`src/rtl/matmul_pkg.sv`:
```
// Shared types and packing helpers for the 3x3 matrix multiplier front/back ends.
package matmul_pkg;
    localparam int ELEM_W = 8;
    localparam int N_ELEM = 9;
    localparam int RES_W  = 16;

    typedef enum logic [2:0] {
        ST_IDLE,
        ST_LOAD_A,
        ST_LOAD_B,
        ST_START,
        ST_WAIT,
        ST_OUT
    } loader_state_t;

    // LSB of element k in a row-major vector of w-bit elements.
    function automatic int elem_lsb(input int k, input int w);
        return k * w;
    endfunction
endpackage

```
`src/rtl/matrix_byte_packer.sv`:
```
// Indexed byte write into a packed matrix register, with synchronous clear.
module matrix_byte_packer #(
    parameter int ELEM_W = 8,
    parameter int N_ELEM = 9
) (
    input  logic                     clk,
    input  logic                     rst_n,
    input  logic                     clear,
    input  logic                     we,
    input  logic [3:0]               idx,
    input  logic [ELEM_W-1:0]        din,
    output logic [N_ELEM*ELEM_W-1:0] mat
);
    import matmul_pkg::*;

    always_ff @(posedge clk or negedge rst_n) begin
        if (!rst_n) begin
            mat <= '0;
        end else if (clear) begin
            mat <= '0;
        end else if (we) begin
            for (int k = 0; k < N_ELEM; k++)
                if (idx == 4'(k))
                    mat[elem_lsb(k, ELEM_W) +: ELEM_W] <= din;
        end
    end
endmodule

```
`src/rtl/matrix_stream_loader.sv`:
```
// Streams 18 bytes into packed A/B, kicks the multiplier, and hands the product downstream.
module matrix_stream_loader #(
    parameter int ELEM_W  = 8,
    parameter int N_ELEM  = 9,
    parameter int TIMEOUT = 15,
    parameter int RES_W   = 2 * ELEM_W
) (
    input  logic                     clk,
    input  logic                     rst_n,
    input  logic                     clear,
    input  logic [ELEM_W-1:0]        in_data,
    input  logic                     in_valid,
    output logic                     in_ready,
    output logic [N_ELEM*ELEM_W-1:0] mat_a,
    output logic [N_ELEM*ELEM_W-1:0] mat_b,
    output logic                     mult_en,
    input  logic                     mult_done,
    input  logic [N_ELEM*RES_W-1:0]  mult_result,
    output logic [N_ELEM*RES_W-1:0]  res_data,
    output logic                     res_valid,
    input  logic                     res_ready,
    output logic                     busy,
    output logic                     err_timeout
);
    import matmul_pkg::*;

    localparam int CW = $clog2(TIMEOUT + 1);

    loader_state_t state;
    logic [3:0]    idx;
    logic [CW-1:0] wcnt;
    logic          xfer, we_a, we_b;

    assign in_ready = (state == ST_IDLE) || (state == ST_LOAD_A) || (state == ST_LOAD_B);
    assign busy     = (state != ST_IDLE);
    assign xfer     = in_valid && in_ready;
    // idx is always 0 in IDLE, so the first byte lands in slot 0 of A.
    assign we_a     = xfer && ((state == ST_IDLE) || (state == ST_LOAD_A));
    assign we_b     = xfer && (state == ST_LOAD_B);

    matrix_byte_packer #(.ELEM_W(ELEM_W), .N_ELEM(N_ELEM)) u_pack_a (
        .clk(clk), .rst_n(rst_n), .clear(clear), .we(we_a), .idx(idx), .din(in_data), .mat(mat_a)
    );
    matrix_byte_packer #(.ELEM_W(ELEM_W), .N_ELEM(N_ELEM)) u_pack_b (
        .clk(clk), .rst_n(rst_n), .clear(clear), .we(we_b), .idx(idx), .din(in_data), .mat(mat_b)
    );

    always_ff @(posedge clk or negedge rst_n) begin
        if (!rst_n) begin
            state       <= ST_IDLE;
            idx         <= '0;
            wcnt        <= '0;
            mult_en     <= 1'b0;
            res_data    <= '0;
            res_valid   <= 1'b0;
            err_timeout <= 1'b0;
        end else if (clear) begin
            state       <= ST_IDLE;
            idx         <= '0;
            wcnt        <= '0;
            mult_en     <= 1'b0;
            res_data    <= '0;
            res_valid   <= 1'b0;
            err_timeout <= 1'b0;
        end else begin
            mult_en <= 1'b0;
            case (state)
                ST_IDLE: if (xfer) begin
                    idx   <= 4'd1;
                    state <= ST_LOAD_A;
                end
                ST_LOAD_A: if (xfer) begin
                    if (idx == 4'(N_ELEM - 1)) begin
                        idx   <= '0;
                        state <= ST_LOAD_B;
                    end else begin
                        idx <= idx + 4'd1;
                    end
                end
                ST_LOAD_B: if (xfer) begin
                    if (idx == 4'(N_ELEM - 1)) begin
                        idx     <= '0;
                        mult_en <= 1'b1;
                        state   <= ST_START;
                    end else begin
                        idx <= idx + 4'd1;
                    end
                end
                ST_START: begin
                    wcnt  <= '0;
                    state <= ST_WAIT;
                end
                // A stale-high mult_done is fine: the result was refreshed on the START edge.
                ST_WAIT: begin
                    if (mult_done) begin
                        res_data  <= mult_result;
                        res_valid <= 1'b1;
                        state     <= ST_OUT;
                    end else if (wcnt == CW'(TIMEOUT - 1)) begin
                        err_timeout <= 1'b1;
                        state       <= ST_IDLE;
                    end else begin
                        wcnt <= wcnt + 1'b1;
                    end
                end
                ST_OUT: if (res_valid && res_ready) begin
                    res_valid <= 1'b0;
                    state     <= ST_IDLE;
                end
                default: state <= ST_IDLE;
            endcase
        end
    end
endmodule

```
`config.mk`:
```
export PLATFORM = sky130hd
export DESIGN_NAME = matrix_stream_loader
export DESIGN_NICKNAME = d
export VERILOG_FILES = /design/src/rtl/matmul_pkg.sv /design/src/rtl/matrix_byte_packer.sv /design/src/rtl/matrix_stream_loader.sv
export SDC_FILE = /design/constraint.sdc
export NUM_CORES = 1
export LEC_CHECK = 0
export ABC_AREA = 1
export CAP_MARGIN = 20
export CORE_AREA = 2 2 174 176
export CTS_BUF_LIST = sky130_fd_sc_hd__clkbuf_2 sky130_fd_sc_hd__clkbuf_4 sky130_fd_sc_hd__clkbuf_8
export CTS_CLUSTER_DIAMETER = 60
export DETAILED_ROUTE_END_ITERATION = 6
export DIE_AREA = 0 0 176 178
export PLACE_DENSITY = 0.74
export SLEW_MARGIN = 30
export SYNTH_ARGS = -nofsm -noshare
export SYNTH_HDL_FRONTEND = slang
export SYNTH_SLANG_ARGS = --single-unit
```
`constraint.sdc`:
```
create_clock -name clk -period 3 [get_ports clk]
set_clock_uncertainty 0.2 [all_clocks]
set_input_delay 0.45 -clock clk [delete_from_list [all_inputs] [get_ports clk]]
set_output_delay 0.45 -clock clk [all_outputs]
set_load 0.03 [all_outputs]
```
==> out/results.tsv <==
metric	value	unit
largest net degree at the start of global routing	145	
RePlAce Congestion	0.8473	
Simple-Gate Fraction of Synth Area	14.12	%
final design utilization	60.87	%
Root Driver	clkbuf_8	
clk buf depth	3	
Cell Count, Final, Fillers Out	2124	
Final Slew Violations	0	
Seq pwr share	44.4	%
CORE AREA	29400	µm²
Starting Density	40.41	%
via/cell ratio	4.950	
Power Dens Cells	557.8	nW/µm²
PortBufs	450	
Clock Sinks	302	
minimum clock period	2759	ps
CP cell instances	a21oi_1 > clkdlybuf4s50_1	
post-synth cell types	28	
layout cells sized above 1	6.875	%
post-synthesis xor/xnor area fraction	0.07372	%
leading cell type in the layout, fill and taps excluded	clkdlybuf4s50_1	
status	completed	
class of the worst hold path	in2async	
Post-Syn Area per Cell	9.519	µm²
CTS tree	done	
Post-Syn Area	11880	µm²
H-tree depth	2	
via count	10510	
cell family contributing the most delay on the critical path	buffers and inverters	
multiplexer share of the synthesized area	0	%
crit start category	flip-flop	
# Max-Cap Violations	0	
switch share	28.06	%
Internal	0.007183	W
largest family of logic cells by synthesized area	simple AND/OR/NAND/NOR gates	
antenna violations before repair	2	
Synth top area share	63.61	%
Synth Instances	1248	
combinational share of power	16.4	%
clock share of power	39.2	%
Final setup viols	0	
crit path kind	reg2out	
sequential fraction of the synthesis area	63.61	%
router iterations before antenna repair	5	
synth-to-layout area growth	50.66	%
RSZ-0062 raised after global routing	false	
synth top area cells	dfrtp_1 64%, o21ai_0 12%, nand3_1 7.0%	
Global Route Usage Sum	24.28	%
CP max FO	8	
hold_ws	203.4	ps
adder-cell share of the synthesized area	0.6319	%
Least-Margin Pin Slew	708.0	ps
Die Height	178	µm
vias in the first global route	10450	
Die Area	31330	µm²
worst path bufs/invs	1	
CP arrival	2110	ps
Reg-to-Reg Start	idx[0]	
fmax	362.4	MHz
Fin. Hold Viols	0	
Gates resized, CTS repair	0	
Final period util	91.98	%
final wirelength	39.21	mm
Initial DRC Count	609	
DIE WIDTH	176	µm
flop and latch count out of synthesis	302	
Ys Warns	0	
Synth area leader	dfrtp_1	
number of I/O pins	451	
Nets	1858	
multi-input logic area	3353	µm²
CP Capture Type	output pin	
post-synthesis compound-gate area fraction	13.35	%
CTS Buf Count	51	
global route overflow	0	
commonest cells after routing, fill and taps aside	449 x clkdlybuf4s50_1, 302 x dfrtp_1, 293 x o21ai_0	
Reg clk slew, reported paths	60	ps
wire length per cell	18.46	µm
Post-DP HPWL	27.27	mm
max_slew headroom	52.69	%
DRC viols	0	
slowest CP cell	clkdlybuf4s50_1	
Mapped Nets	1412	
first-pass GRT wire length	59.47	mm
Sum Neg Setup Slack	0	ps
Inst Count DP	2030	
R2R depth	6	
Worst-Skew Late Latency	590	ps
register-to-register path setup slack	850	ps
Register Area	7557	µm²
Rows	63	
r2r endpoint	u_pack_a.mat[38]	
antenna viol nets, final	0	
final-layout fill cell count	2446	
P_sw	0.002801	W
worst vdd ir	416.2	µV
CP Data Required Time	2350	ps
Max stage delay on crit path	780	ps
Static Leak	7.582	nW
==> state kept, by name, summed over array words and instances, names as in the netlist, 3 cells and up <==
name          count
res_data        144
u_pack_a.mat     72
u_pack_b.mat     72
idx               4
wcnt              4
state             3
==> per-stage QoR <==
stage	setup WS (ps)	instance area [µm²]	power, W
2_1_floorplan	1179	11880	0.005229
3_3_place_gp	443.5	16780	0.006113
3_5_place_dp	339.1	16780	0.006135
4_1_cts	234.2	17890	0.01009
5_1_grt	184.6	17900	0.01040
6_report	240.7	17900	0.009985
==> power by group through the flow <==
| stage | combinational (W) | clock (W) | sequential, W |
|---|---|---|---|
| 3_5_place_dp | 0.00163 | 0 | 0.00450 |
| 3_3_place_gp | 0.00162 | 0 | 0.00450 |
| 6_report | 0.00163 | 0.00391 | 0.00444 |
| 5_1_grt | 0.00174 | 0.00420 | 0.00446 |
| 2_1_floorplan | 0.000337 | 0 | 0.00489 |
| 4_1_cts | 0.00165 | 0.00401 | 0.00443 |
==> synth_stat cells <==
library cell,number
nand2_2,1
nand4_1,4
nor2_2,1
inv_1,162
nor3_1,1
nand3_1,165
buf_6,1
o21ai_2,1
nand2_1,200
dfrtp_1,302
inv_2,2
nor2_1,9
o21ai_0,293
o21ai_4,1
nand3b_1,1
buf_4,1
o21ai_1,13
ha_1,6
nor4_1,1
buf_2,43
buf_1,1
clkbuf_1,31
clkbuf_2,1
a211oi_1,1
o21a_1,1
nor2_4,1
xor2_1,1
a21oi_1,3
==> cell families (layout without fill, tap and decap cells) <==
group           Yosys count  after routing
flops                   302            302
fa+ha+maj                 6              6
other cells               0              3
compound gates          313            313
buf+inv                 242            725
xor+xnor                  1              1
simple gates            384            384
==> how the worst max path moves through the flow <==
stage / from / end / slack (ps) / cells after the start
2_1_floorplan: clear / wcnt[0] / 1180 / 8
3_3_place_gp: clear / u_pack_a.mat[17] / 440 / 5
3_5_place_dp: clear / u_pack_a.mat[20] / 340 / 5
4_1_cts: state[1] / in_ready / 230 / 2
5_1_grt: state[1] / in_ready / 180 / 2
6_report: state[1] / in_ready / 240 / 2
==> routing by layer <==
| metal | part of all wire, % | track usage (%) | up-vias | routed length, µm |
|---|---|---|---|---|
| li1 | - | - | 4955 | - |
| met3 | 7.9 | 7.076 | 108 | 3117 |
| met1 | 40 | 30.43 | 5022 | 15560 |
| met2 | 48 | 39.01 | 429 | 18790 |
| met5 | 0 | 0 | - | 0 |
| met4 | 4.5 | 11.29 | 0 | 1748 |
==> area by class of cell <==
cell class              instances  share of cell area, %
flip-flops and latches        302                  42.22
repair buffers                471                  26.65
multi-input cells             704                  18.73
clock buffers                  84                  5.690
inverters                     164                  3.453
well taps                     390                  2.726
clock inverters                 6                 0.4823
diodes                          3                0.04194
==> repair_timing <==
action	in CTS	in global routing
hold buffers	1	0
hold endpoints to repair	60	0
buffers inserted	0	0
No activity file was read; power rests on OpenSTA's default activity.
